`src/rtl/yarp_ifetch_pkg.sv`:
```
// Shared types and helpers for the yarp instruction-fetch front end.
package yarp_ifetch_pkg;

    localparam int unsigned YARP_ADDR_W = 32;
    localparam int unsigned YARP_DATA_W = 32;

    typedef struct packed {
        logic [YARP_ADDR_W-1:0] pc;
        logic [YARP_DATA_W-1:0] instr;
    } fetch_entry_t;

    typedef enum logic [1:0] {
        IDLE,
        REQ,
        REQ_STALE
    } issue_state_t;

    function automatic logic [YARP_ADDR_W-1:0] pc_inc(input logic [YARP_ADDR_W-1:0] pc);
        return pc + YARP_ADDR_W'(4);
    endfunction

endpackage

```
`src/rtl/yarp_sync_fifo.sv`:
```
// Synchronous FIFO with flush; flush takes priority over push and pop.
module yarp_sync_fifo #(
    parameter int unsigned WIDTH = 64,
    parameter int unsigned DEPTH = 4
) (
    input  logic                         clk,
    input  logic                         reset_n,
    input  logic                         push,
    input  logic                         pop,
    input  logic                         flush,
    input  logic [WIDTH-1:0]             wdata,
    output logic [WIDTH-1:0]             rdata,
    output logic                         full,
    output logic                         empty,
    output logic [$clog2(DEPTH+1)-1:0]   count
);

    localparam int unsigned PTR_W = (DEPTH > 1) ? $clog2(DEPTH) : 1;
    localparam int unsigned CNT_W = $clog2(DEPTH + 1);
    localparam logic [PTR_W-1:0] LAST_PTR = PTR_W'(DEPTH - 1);
    localparam logic [CNT_W-1:0] FULL_CNT = CNT_W'(DEPTH);

    logic [WIDTH-1:0] mem [DEPTH];
    logic [PTR_W-1:0] wr_ptr;
    logic [PTR_W-1:0] rd_ptr;
    logic             do_push;
    logic             do_pop;

    assign empty   = (count == '0);
    assign full    = (count == FULL_CNT);
    assign do_pop  = pop && !empty;
    assign do_push = push && (!full || do_pop);
    assign rdata   = mem[rd_ptr];

    always_ff @(posedge clk or negedge reset_n) begin
        if (!reset_n) begin
            wr_ptr <= '0;
            rd_ptr <= '0;
            count  <= '0;
        end else if (flush) begin
            wr_ptr <= '0;
            rd_ptr <= '0;
            count  <= '0;
        end else begin
            if (do_push)
                wr_ptr <= (wr_ptr == LAST_PTR) ? '0 : wr_ptr + PTR_W'(1);
            if (do_pop)
                rd_ptr <= (rd_ptr == LAST_PTR) ? '0 : rd_ptr + PTR_W'(1);
            count <= count + CNT_W'(do_push) - CNT_W'(do_pop);
        end
    end

    always_ff @(posedge clk) begin
        if (do_push && !flush)
            mem[wr_ptr] <= wdata;
    end

endmodule

```
`src/rtl/yarp_ifetch_queue.sv`:
```
// Instruction-fetch front end: OBI-style issue with credit control, prefetch
// FIFO toward decode, and redirect handling that discards stale responses.
module yarp_ifetch_queue
    import yarp_ifetch_pkg::*;
#(
    parameter int unsigned       ADDR_W    = YARP_ADDR_W,
    parameter int unsigned       DATA_W    = YARP_DATA_W,
    parameter int unsigned       DEPTH     = 4,
    parameter int unsigned       MAX_OUTST = 2,
    parameter logic [ADDR_W-1:0] RESET_PC  = '0
) (
    input  logic              clk,
    input  logic              reset_n,
    input  logic              redirect_i,
    input  logic [ADDR_W-1:0] redirect_pc_i,
    output logic              mem_req_o,
    output logic [ADDR_W-1:0] mem_addr_o,
    input  logic              mem_gnt_i,
    input  logic              mem_rvalid_i,
    input  logic [DATA_W-1:0] mem_rdata_i,
    output logic              instr_valid_o,
    input  logic              instr_ready_i,
    output logic [DATA_W-1:0] instr_o,
    output logic [ADDR_W-1:0] instr_pc_o
);

    localparam int unsigned CNT_W    = $clog2(DEPTH + 1);
    localparam int unsigned SH_CNT_W = $clog2(MAX_OUTST + 1);
    localparam logic [CNT_W:0]   DEPTH_C = (CNT_W + 1)'(DEPTH);
    localparam logic [CNT_W-1:0] MAX_C   = CNT_W'(MAX_OUTST);

    issue_state_t      state;
    logic [ADDR_W-1:0] fetch_pc;
    logic [CNT_W-1:0]  outst;
    logic [CNT_W-1:0]  discard;

    logic              granted;
    logic              rv_ok;
    logic              credit_ok;
    logic [CNT_W-1:0]  outst_nxt;
    logic [CNT_W-1:0]  discard_nxt;
    logic [CNT_W-1:0]  fifo_cnt_nxt;
    logic [ADDR_W-1:0] pc_after;

    logic              fifo_push;
    logic              fifo_pop;
    logic              fifo_full;
    logic              fifo_empty;
    logic [CNT_W-1:0]  fifo_cnt;
    fetch_entry_t      wr_entry;
    fetch_entry_t      rd_entry;

    logic [ADDR_W-1:0]   shadow_pc;
    logic                shadow_full;
    logic                shadow_empty;
    logic [SH_CNT_W-1:0] shadow_cnt;

    // Credit is checked against post-edge occupancy, so a grant and a new
    // issue can happen back to back without ever overrunning the FIFO.
    always_comb begin
        granted      = mem_req_o && mem_gnt_i;
        rv_ok        = mem_rvalid_i && (outst != '0);
        outst_nxt    = outst + CNT_W'(granted) - CNT_W'(rv_ok);
        fifo_push    = rv_ok && (discard == '0) && !redirect_i;
        fifo_pop     = instr_valid_o && instr_ready_i && !redirect_i;
        fifo_cnt_nxt = redirect_i ? '0 : fifo_cnt + CNT_W'(fifo_push) - CNT_W'(fifo_pop);
        credit_ok    = (({1'b0, outst_nxt} + {1'b0, fifo_cnt_nxt}) < DEPTH_C) &&
                       (outst_nxt < MAX_C);

        pc_after = fetch_pc;
        if (state == REQ && granted)
            pc_after = pc_inc(fetch_pc);
        if (redirect_i)
            pc_after = redirect_pc_i & ~ADDR_W'(3);

        // Every read still in flight after a redirect belongs to the old path.
        discard_nxt = discard - CNT_W'(rv_ok && (discard != '0))
                              + CNT_W'((state == REQ_STALE) && granted);
        if (redirect_i)
            discard_nxt = outst_nxt;
    end

    always_ff @(posedge clk or negedge reset_n) begin
        if (!reset_n) begin
            state      <= IDLE;
            mem_req_o  <= 1'b0;
            mem_addr_o <= RESET_PC;
            fetch_pc   <= RESET_PC;
            outst      <= '0;
            discard    <= '0;
        end else begin
            fetch_pc <= pc_after;
            outst    <= outst_nxt;
            discard  <= discard_nxt;
            if (mem_req_o && !mem_gnt_i) begin
                // A request on the bus cannot be withdrawn; mark it stale instead.
                if (redirect_i)
                    state <= REQ_STALE;
            end else if (credit_ok) begin
                state      <= REQ;
                mem_req_o  <= 1'b1;
                mem_addr_o <= pc_after;
            end else begin
                state     <= IDLE;
                mem_req_o <= 1'b0;
            end
        end
    end

    yarp_sync_fifo #(
        .WIDTH (ADDR_W),
        .DEPTH (MAX_OUTST)
    ) u_pc_shadow (
        .clk     (clk),
        .reset_n (reset_n),
        .push    (granted),
        .pop     (rv_ok),
        .flush   (1'b0),
        .wdata   (mem_addr_o),
        .rdata   (shadow_pc),
        .full    (shadow_full),
        .empty   (shadow_empty),
        .count   (shadow_cnt)
    );

    assign wr_entry = '{pc: shadow_pc, instr: mem_rdata_i};

    yarp_sync_fifo #(
        .WIDTH ($bits(fetch_entry_t)),
        .DEPTH (DEPTH)
    ) u_instr_fifo (
        .clk     (clk),
        .reset_n (reset_n),
        .push    (fifo_push),
        .pop     (fifo_pop),
        .flush   (redirect_i),
        .wdata   (wr_entry),
        .rdata   (rd_entry),
        .full    (fifo_full),
        .empty   (fifo_empty),
        .count   (fifo_cnt)
    );

    assign instr_valid_o = !fifo_empty;
    assign instr_o       = instr_valid_o ? rd_entry.instr : '0;
    assign instr_pc_o    = instr_valid_o ? rd_entry.pc    : '0;

    a_rvalid_without_read: assert property (@(posedge clk) disable iff (!reset_n)
        !(mem_rvalid_i && (outst == '0)));
    a_shadow_tracks_outst: assert property (@(posedge clk) disable iff (!reset_n)
        CNT_W'(shadow_cnt) == outst);
    a_shadow_underflow: assert property (@(posedge clk) disable iff (!reset_n)
        !(rv_ok && shadow_empty));
    a_shadow_overflow: assert property (@(posedge clk) disable iff (!reset_n)
        !(granted && shadow_full && !rv_ok));
    a_fifo_overflow: assert property (@(posedge clk) disable iff (!reset_n)
        !(fifo_push && fifo_full && !fifo_pop));

endmodule
```
`config.mk`:
```
export PLATFORM = sky130hd
export DESIGN_NAME = yarp_ifetch_queue
export DESIGN_NICKNAME = d
export VERILOG_FILES = /design/src/rtl/yarp_ifetch_pkg.sv /design/src/rtl/yarp_sync_fifo.sv /design/src/rtl/yarp_ifetch_queue.sv
export SDC_FILE = /design/constraint.sdc
export NUM_CORES = 1
export LEC_CHECK = 0
export ABC_AREA = 1
export CORE_ASPECT_RATIO = 1.4
export CORE_MARGIN = 2
export CORE_UTILIZATION = 45
export CTS_CLUSTER_DIAMETER = 200
export CTS_CLUSTER_SIZE = 12
export DETAILED_ROUTE_END_ITERATION = 16
export GPL_TIMING_DRIVEN = 0
export PLACE_DENSITY = 0.72
export RECOVER_POWER = 25
export SLEW_MARGIN = 10
export SYNTH_ARGS = -nofsm -noshare
export SYNTH_HDL_FRONTEND = slang
export SYNTH_SLANG_ARGS = --single-unit
```
`constraint.sdc`:
```
create_clock -name clk -period 12.15 [get_ports clk]
set_clock_uncertainty 0.1 [all_clocks]
set_input_delay 2.43 -clock clk [delete_from_list [all_inputs] [get_ports clk]]
set_output_delay 2.43 -clock clk [all_outputs]
set_load 0.01 [all_outputs]
```
# Yosys cells after proc, flatten, opt, wreduce, memory -nomap -nowiden
# Memory sizes are Yosys's and may differ from the RTL's.
# Cells that the tools add are included.
# word_totals
regBits	84
mem_bits_rw	320
in_bits	70
out_inout_bits	98
memories	2
# classes
addsub	16
magnitude_cmp	2
n_eq_ne	7
muxes	23
bitwise	1
reduce_logical	32
# memory_table
name	words	width	read_ports	rd_ports_with_merged_regs	write_ports	line_no	source
u_instr_fifo.mem	4	64	1	0	1	yarp_sync_fifo.sv:23	logic [WIDTH-1:0] mem [DEPTH];
u_pc_shadow.mem	2	32	1	0	1	yarp_sync_fifo.sv:23	
# op_table
cell	n
2-to-1 mux 32 bit	4
adder 32 x 3 -> 32 bit, second input constant	1
logical AND 1 bit	16
2-to-1 mux 2 bit	8
adder 3 x 1 -> 3 bit	4
subtractor 3 x 1 -> 3 bit	4
2-to-1 mux 3 bit	3
equality test 2 bit, second input constant	4
2-to-1 mux 1 bit	8
logical NOT 1 bit	6
logical NOT 3 bit	2
nonzero test 3 bit	2
adder 2 x 1 -> 2 bit, second input constant	2
adder 3 x 3 -> 4 bit	1
less-than comparator 4 x 3 -> 1 bit, second input constant	1
nonzero test 2 bit	2
equality test 3 bit, second input constant	1
less-than comparator 3 x 2 -> 1 bit, second input constant	1
adder 1 bit, second input constant	2
adder 2 x 1 -> 2 bit	1
equality test 2 x 1 -> 1 bit, second input constant	1
logical NOT 2 bit	1
logical OR 1 bit	2
inequality test 2 bit, second input constant	1
other kinds (3)	3

# Depth between registers and ports, before layout
# Gate-level depths: netlist of the first run.
# logic_depth
word_depth	12
ltp_mapped	20

# Cells and area by module
# Synthesis of the first run repeated with hierarchy kept, for this count alone.
# unflattened
hier_cells	1558
area_unflattened_um2	17190.2
# modules_own_cells
mod	n_inst	cells_each	area_per_inst_um2
yarp_sync_fifo (u_instr_fifo)	1	683	9974.6
yarp_ifetch_queue	1	669	4613.2
yarp_sync_fifo (u_pc_shadow)	1	206	2602.5

# Least setup slack after synthesis of the first run
# No wires, ideal clock.
# synth_timing
kind	input -> register
start	in redirect_i
end	mem u_instr_fifo.mem[0][0], enable pin
setup_ps	486
t_arrival_ps	5549
required_time_ps	11564
slack_ps	6014
path_stages	5
path_buffers	0
path_cell_list	inv_2 > nand3_1 > nor2_1 > nand2_1 > nor2_1
# synth_via
elab_chain_cells	8
# synth_lines
element	line_no	source
start: declaration	yarp_ifetch_queue.sv:14	input logic redirect_i,
logical NOT 1 bit (*)	yarp_sync_fifo.sv:54, yarp_ifetch_queue.sv:64, yarp_ifetch_queue.sv:65	
logical AND 1 bit	yarp_ifetch_queue.sv:65	fifo_pop = instr_valid_o && instr_ready_i && !redirect_i;
logical AND 1 bit	yarp_sync_fifo.sv:31	assign do_pop = pop && !empty;
logical OR 1 bit	yarp_sync_fifo.sv:32	assign do_push = push && (!full || do_pop);
logical AND 1 bit	yarp_sync_fifo.sv:32	
logical AND 1 bit (*)	yarp_sync_fifo.sv:54	if (do_push && !flush)
2-to-1 mux 1 bit (*)	yarp_sync_fifo.sv:54	
2-to-1 mux 1 bit (not written as such) (*)	yarp_sync_fifo.sv:55	mem[wr_ptr] <= wdata;
end: declaration	yarp_sync_fifo.sv:23	
# Every way passes the cells marked *; elsewhere a longest branch is shown, timed or not.

# Worst setup path after layout of the first run
# layout_timing
start	in mem_rvalid_i
end	reg mem_addr_o[29]
# layout_lines
element	line_no	source
start: declaration	yarp_ifetch_queue.sv:19	input logic mem_rvalid_i,
logical AND 1 bit (*)	yarp_ifetch_queue.sv:62	rv_ok = mem_rvalid_i && (outst != '0);
subtractor 3 x 1 -> 3 bit (*)	yarp_ifetch_queue.sv:63	outst_nxt = outst + CNT_W'(granted) - CNT_W'(rv_ok);
via outst_nxt[2]	yarp_ifetch_queue.sv:40	logic [CNT_W-1:0] outst_nxt;
adder 3 x 3 -> 4 bit	yarp_ifetch_queue.sv:67	credit_ok = (({1'b0, outst_nxt} + {1'b0, fifo_cnt_nxt}) < DEPTH_C) &&
less-than comparator 4 x 3 -> 1 bit	yarp_ifetch_queue.sv:67	
logical AND 1 bit (*)	yarp_ifetch_queue.sv:67	
AND reduction 2 bit (no line) (*)	-	
end signal: assignment	yarp_ifetch_queue.sv:102	mem_addr_o <= pc_after;
end: declaration	yarp_ifetch_queue.sv:17	output logic [ADDR_W-1:0] mem_addr_o,
# Mark *: on every way through the listed nets, which the timed path passes. The rest lies on a longest branch.
# A chain may end at the register's enable or synchronous reset.

==> flow_summary.yaml, run 1 <==
outcome:
  outcome: "finished, violations left"
  violations: "max-capacitance violations, max-slew violations"
critical_path:
  critical_path.startpoint_type: "input pin"
  rr_startpoint: "outst[1]"
  cp_data_required_time_ns: 12.52
  critical_path.reg2reg.endpoint: "mem_addr_o[29]"
  reg2reg_setup_slack_ns: 8.17
  critPathCaptureType: "register"
  crit_fanout: 10
  crit_type: "input pin to register"
  timing.critical_path.cells: "clkdlybuf4s50_1 -> nand2_1 -> inv_1 -> ha_1 -> inv_1 -> ha_1 -> fa_1 -> xor2_1 -> xor2_1 -> ha_1 -> nor2_1 -> nand2_1 -> a41oi_1 -> nand2_1 -> nor2_2 -> buf_2 -> nand3_1 -> nand2_1"
  critical_path_buffer_and_inverter_count: 4
  cp.depth: 18
  ff2ff_path_depth: 19
  timing.critical_path.arrival_ns: 6.13
  crit_path_max_delay_cell_type: "sky130_fd_sc_hd__clkdlybuf4s50_1"
  crit_top_cell: "sky130_fd_sc_hd__nand2_1"
  critical_path.top_delay_family: "adder cells"
  critical_path.max_stage_delay_ns: 0.45
sta:
  grt_setup_unrepaired: "false"
  setup_ws_ns: 6.39
  slew_headroom_pct: -52.7
  fin_crit_ns: 5.76
  timing_hold_violations_final: 0
  setup_viol: 0
  post_route_clock_period_utilization_pct: 47.4
  tightestPinTransition_ns: 2.29
  whs_ns: 0.363
  fmaxAchievable_ghz: 0.174
  final-max-slew-violation-count: 41
  final.setup.tns_ns: 0
floorplanning:
  die_area_sq_um: 39000
  effective_utilization_at_floorplan_pct: 45.8
  fp.dieH_microns: 233
  ios: 168
  num_rows: 83
  coreArea_sq_um: 36800
  die-width_microns: 168
flow_run:
  max_cap_violations: 1
synth:
  netlist_instances: 1445
  yosysSeqAreaShare_pct: 69.5
  post_synth_main_area_contributors: "sky130_fd_sc_hd__edfxtp_1 57%, sky130_fd_sc_hd__dfrtp_1 12%, sky130_fd_sc_hd__nor2_1 6.7%, sky130_fd_sc_hd__nand2_1 4.2%, sky130_fd_sc_hd__o21ai_0 3.9%"
  syn-mean-instance-area_sq_um: 11.7
  mappedNetlistArea_sq_um: 16900
  ys_types: 40
  ys.flop_type: "sky130_fd_sc_hd__edfxtp_1"
  synth_top_area_cell: "sky130_fd_sc_hd__edfxtp_1"
  post-synth-top-area-fraction_pct: 57.0
  synth-warning-count: 0
  synth-edff-count: 320
  syn-num-nets: 1537
  postSynth.asyncResetShare_pct: 20.8
  synth-seq-cells: 404
pwr:
  power.density_cell_area_nw_per_um2: 213
  ir_worst_vdd_mv: 0.115
  finalPower_uw: 4390
  leakage_component_of_the_power_uw: 0.00766
cells_and_area:
  num-fill-cells: 3053
  final_core_utilization_pct: 55.9
  layout_overhead_on_the_synthesized_area_pct: 22.0
  post_route_cells_drive_above_1_share_pct: 7.83
  final_net_count: 1756
clocking:
  clk_root_buffer_cell: "sky130_fd_sc_hd__clkbuf_16"
  cts_hold_buf: 0
  clkSlewWorstSetupHoldPaths_ns: 0.06
  clkSinkCount: 404
  clockBufferDepth: 3
  cts_made_buffers: 39
  postCtsSetupBuffers: 0
  cts-resized-gates: 0
  htree_num_levels: 2
  worst_skew_pair.late_latency_ns: 0.53
  cts_tree: "done"
min_path:
  min_path_cells: 2
  hold_path.startpoint: "fetch_pc[1]"
  worst_hold_path_ep: "fetch_pc[1]"
  worst_hold_path_type: "register to register"
route:
  postRouteAntennaNets: 0
  routed_wl_microns: 39900
  num_vias: 11300
  viasPerCell: 5.26
  drtPass1Iterations: 5
  wire_per_inst_microns: 18.5
  initialDrtViolationCount: 778
  remaining_drc_errors: 0
global_routing:
  gr_ovfl_total: 0
  antenna_found_initial: 1
  via_count_of_the_first_global_routing_pass: 11400
  first_pass_grt_wire_length_microns: 60900
  grt_max_degree: 45
  grt.total_usage_pct: 20.3
placement:
  dpl.hpwl_microns: 27700
  port_buffers: 165
  gpl.final_weighted_congestion: 0.896
  pre_cts_slack_ns: 5.86
state kept, by name (all words and copies together), names as in the netlist:
register             count
discard                  3
state                    2
mem_addr_o              32
u_instr_fifo.count       3
u_instr_fifo.rd_ptr      2
u_pc_shadow.rd_ptr       1
u_pc_shadow.mem         64
outst                    3
mem_req_o                1
u_pc_shadow.count        2
u_instr_fifo.mem       256
fetch_pc                32
u_instr_fifo.wr_ptr      2
u_pc_shadow.wr_ptr       1
cell families after synthesis:
family | Yosys count | synth area share (%)
simple gates | 599 | 15.1
flops | 404 | 69.5
xor+xnor | 16 | 0.832
mux | 32 | 2.14
compound gates | 233 | 7.25
fa+ha+maj | 22 | 1.81
buf+inv | 139 | 3.39
cell usage after synthesis, types with 2 or more instances:
cell / instances
sky130_fd_sc_hd__a21boi_1: 10
sky130_fd_sc_hd__xor2_1: 8
sky130_fd_sc_hd__o21bai_1: 2
sky130_fd_sc_hd__xnor2_1: 8
sky130_fd_sc_hd__a31oi_1: 3
sky130_fd_sc_hd__a21oi_1: 67
sky130_fd_sc_hd__or2_2: 16
sky130_fd_sc_hd__buf_1: 9
sky130_fd_sc_hd__nand3_1: 52
sky130_fd_sc_hd__and2_1: 5
sky130_fd_sc_hd__nor2_4: 5
sky130_fd_sc_hd__ha_1: 18
sky130_fd_sc_hd__o21ai_1: 14
sky130_fd_sc_hd__inv_1: 61
sky130_fd_sc_hd__nand4_1: 11
sky130_fd_sc_hd__nor2_8: 2
sky130_fd_sc_hd__buf_6: 3
sky130_fd_sc_hd__clkbuf_1: 34
sky130_fd_sc_hd__inv_2: 10
sky130_fd_sc_hd__mux2_2: 32
sky130_fd_sc_hd__edfxtp_1: 320
sky130_fd_sc_hd__nand2_2: 2
sky130_fd_sc_hd__nor2_2: 6
sky130_fd_sc_hd__nand3_2: 2
sky130_fd_sc_hd__o21ai_2: 2
sky130_fd_sc_hd__fa_1: 4
sky130_fd_sc_hd__dfrtp_1: 84
sky130_fd_sc_hd__nand3b_1: 3
sky130_fd_sc_hd__nand3_4: 2
sky130_fd_sc_hd__nand2_1: 189
sky130_fd_sc_hd__nor2_1: 302
sky130_fd_sc_hd__o21ai_0: 131
sky130_fd_sc_hd__buf_2: 21
area by class of cell:
type	count	area, sq um	area share (%)
Sequential cell	404	11700	56.9
Multi-Input combinational cell	902	4620	22.4
Timing Repair Buffer	178	1950	9.48
Clock buffer	62	1100	5.37
Tap cell	467	584	2.84
Buffer	67	297	1.44
Inverter	72	272	1.32
Clock inverter	1	30.0	0.146
Antenna cell	1	2.50	0.0122
how the worst max path moves through the flow:
| stage | end | start |
|---|---|---|
| global route | mem_addr_o[28] | mem_rvalid_i |
| global placement | u_instr_fifo.mem[3][23] | redirect_i |
| detailed placement | mem_addr_o[29] | mem_rvalid_i |
| CTS | mem_addr_o[29] | mem_rvalid_i |
| floorplan | u_instr_fifo.mem[0][0] | redirect_i |
| finish | mem_addr_o[29] | mem_rvalid_i |
worst min-delay path: cells and delay by family (launching register included):
kind | cells | cell delay, ns
DFF | 1 | 0.32
and+or+nand+nor | 1 | 0.06
buffers and inverters | 1 | 0.05
layout by cell type (no fill, tap or decap), drive strengths merged:
cell | netlist | routed
a21boi | 10 | 10
o21ai | 147 | 147
clkdlybuf4s50 | 0 | 164
and2 | 5 | 5
xor2 | 8 | 8
nand2 | 191 | 191
inv | 71 | 71
a31oi | 3 | 3
nor2 | 315 | 315
dfrtp | 84 | 84
a21oi | 67 | 67
a41oi | 1 | 1
xnor2 | 8 | 8
nor3 | 2 | 2
fa | 4 | 4
o21bai | 3 | 3
nand3b | 3 | 3
nand4 | 11 | 11
mux2 | 32 | 32
o31ai | 1 | 1
edfxtp | 320 | 320
nand3 | 56 | 56
bufinv | 0 | 1
ha | 18 | 18
or2 | 16 | 16
clkbuf | 34 | 100
diode | 0 | 1
a21o | 1 | 1
clkinv | 1 | 1
buf | 33 | 43
power by group:
part / switching [uW] / internal, uW
Clock: 471 / 640
Combinational: 884 / 587
Sequential: 108 / 1700
per-layer routing:
metal | share of wire [%] | vias to the layer above | track usage (%)
met4 | 4.7 | 0 | 10.7
met2 | 52 | 365 | 37.8
met5 | 0 | - | 0
li1 | - | 5393 | -
met3 | 4.2 | 88 | 2.33
met1 | 39 | 5481 | 22.8
metrics by stage:
step,instance area [sq um],instances
2_1_floorplan,16900,1445
3_3_place_gp,19100,2077
3_5_place_dp,19400,2090
4_1_cts,20600,2153
5_1_grt,20600,2154
6_report,20600,2154
(Power assumes the default switching activity.)
==> run 2: changes to the inputs <==
- clock period: 12.15 -> 5.8 ns (I/O delays scaled with it)
==> flow_summary.yaml, run 2 (same netlist as run 1, synthesis figures left out) <==
cells_and_area:
  final_net_count: 1756
  mostFrequentLayoutCell: "sky130_fd_sc_hd__edfxtp_1"
  layout_overhead_on_the_synthesized_area_pct: 22.1
  highest_count_cells_in_the_layout_ignoring_fill_and_taps: "320 x sky130_fd_sc_hd__edfxtp_1, 296 x sky130_fd_sc_hd__nor2_1, 189 x sky130_fd_sc_hd__nand2_1, 144 x sky130_fd_sc_hd__clkdlybuf4s50_1, 131 x sky130_fd_sc_hd__o21ai_0"
  largest_reg_flops: 256
  registers_with_the_most_flip_flops: "u_instr_fifo.mem: 256 flops, u_pc_shadow.mem: 64 flops"
  post_route_cells_drive_above_1_share_pct: 9.85
  final_core_utilization_pct: 56.0
  max_flop_register: "u_instr_fifo.mem"
outcome:
  violations: "max-capacitance violations, max-slew violations"
  outcome: "finished, violations left"
critical_path:
  crit_top_cell: "sky130_fd_sc_hd__nand2_1"
  critical_path.max_stage_delay_ns: 0.45
  crit_fanout: 10
  crit_path_max_delay_cell_type: "sky130_fd_sc_hd__clkdlybuf4s50_1"
  critPathCaptureType: "register"
  timing.critical_path.arrival_ns: 4.86
  crit_type: "input pin to register"
  critical_path.startpoint_type: "input pin"
  cp_data_required_time_ns: 6.17
  reg2reg_setup_slack_ns: 1.81
  timing.critical_path.cells: "clkdlybuf4s50_1 -> nand2_1 -> inv_1 -> ha_1 -> inv_1 -> ha_1 -> fa_1 -> xor2_1 -> xor2_1 -> ha_1 -> nor2_1 -> nand2_1 -> a41oi_1 -> nand2_1 -> nor2_2 -> buf_2 -> nand3_1 -> nand2_1"
global_routing:
  via_count_of_the_first_global_routing_pass: 11400
  grt_most_used_layer: "met2"
  gr_ovfl_total: 0
  grt_max_degree: 45
  grt.total_usage_pct: 20.3
  first_pass_grt_wire_length_microns: 60900
  met2_routing_resource_usage_after_global_routing_pct: 37.8
  groute.layer.met1.usage_pct: 22.8
  met3_usage_pct: 2.33
  antenna_found_initial: 1
sta:
  setup_viol: 0
  final-max-slew-violation-count: 41
  slew_headroom_pct: -52.5
  tightestPinTransition_ns: 2.29
  whs_ns: 0.363
  post_route_clock_period_utilization_pct: 77.4
  fin_crit_ns: 4.49
  grt_setup_unrepaired: "false"
  timing_hold_violations_final: 0
  fmaxAchievable_ghz: 0.223
floorplanning:
  ios: 168
  fp.dieH_microns: 233
  coreArea_sq_um: 36800
  die_area_sq_um: 39000
  die-width_microns: 168
  effective_utilization_at_floorplan_pct: 45.8
  num_rows: 83
min_path:
  worst_hold_path_type: "register to register"
pwr:
  ir_worst_vdd_mv: 0.241
  leakage_component_of_the_power_uw: 0.00767
  power.density_cell_area_nw_per_um2: 448
clocking:
  postCtsSetupBuffers: 0
  worst_skew_pair.late_latency_ns: 0.53
  cts_made_buffers: 39
  clockBufferDepth: 3
  cts-resized-gates: 0
  cts_tree: "done"
  htree_num_levels: 2
  clkSlewWorstSetupHoldPaths_ns: 0.06
  clkSinkCount: 404
  cts_hold_buf: 0
  clk_root_buffer_cell: "sky130_fd_sc_hd__clkbuf_16"
flow_run:
  max_cap_violations: 1
route:
  routed_wl_microns: 40000
  viasPerCell: 5.23
  wire_per_inst_microns: 18.6
  postRouteAntennaNets: 0
  remaining_drc_errors: 0
  initialDrtViolationCount: 779
  drtPass1Iterations: 5
  num_vias: 11300
placement:
  port_buffers: 165
  dpl.hpwl_microns: 27700
  gpl.final_weighted_congestion: 0.896
## run 2: cell count changes in the layout (fill, tap and decap cells not counted), sizes merged
cell	before	now
dlygate4sd3	0	20
buf	43	46
clkbuf	100	97
clkdlybuf4s50	164	144
## run 2: final timing paths
check | startpoint | endpoint | cells after the start
setup / recovery | mem_rvalid_i | mem_addr_o[29] | 18
hold / removal | fetch_pc[1] | fetch_pc[1] | 2
setup reg to reg | outst[1] | mem_addr_o[29] | 19
hold reg to reg | fetch_pc[1] | fetch_pc[1] | 2
max in group asynchronous | reset_n | fetch_pc[3] | 1
min in group asynchronous | reset_n | fetch_pc[24] | 1
## run 2: stage by stage
step	area, sq um	worst slack (ns)	total power [uW]	TNS (ns)	std cells
floorplan	16900	0.934	5470	0	1445
global placement	19100	-1.96	6840	-478.99	2077
detailed placement	19400	0.784	6950	0	2090
CTS	20600	1.33	9310	0	2153
global route	20600	1.09	9700	0	2154
finish	20600	1.31	9220	0	2154
## run 2: metal layers
metal  wire length (microns)  share of wire [%]  vias to the layer above
met2                   21000                 53                      375
met1                   15300                 38                     5414
met5                       0                  0                        -
met3                    1830                4.6                       91
met4                    1870                4.7                        0
li1                        -                  -                     5390
## run 2: critical path: cells and delay by family
| family | cells | cell delay, ns |
|---|---|---|
| adders and majority gates | 4 | 1.16 |
| and+or+nand+nor | 7 | 0.92 |
| AOI/OAI and AO/OA | 1 | 0.16 |
| buffers and inverters | 4 | 0.85 |
| xor gates and xnor gates | 2 | 0.58 |
## run 2: cell type report
cell class	instances	area (sq um)
Sequential cell	404	11700
Clock inverter	1	30.0
Tap cell	467	584
Multi-Input combinational cell	902	4620
Clock buffer	62	1100
Antenna cell	1	2.50
Inverter	72	272
Buffer	67	300
Timing Repair Buffer	178	1950
Fill cell	3050	16200
## run 2: power breakdown
group	switching [uW]	internal (uW)
Clock	989	1340
Combinational	1850	1250
Sequential	226	3560
Total	3070	6160
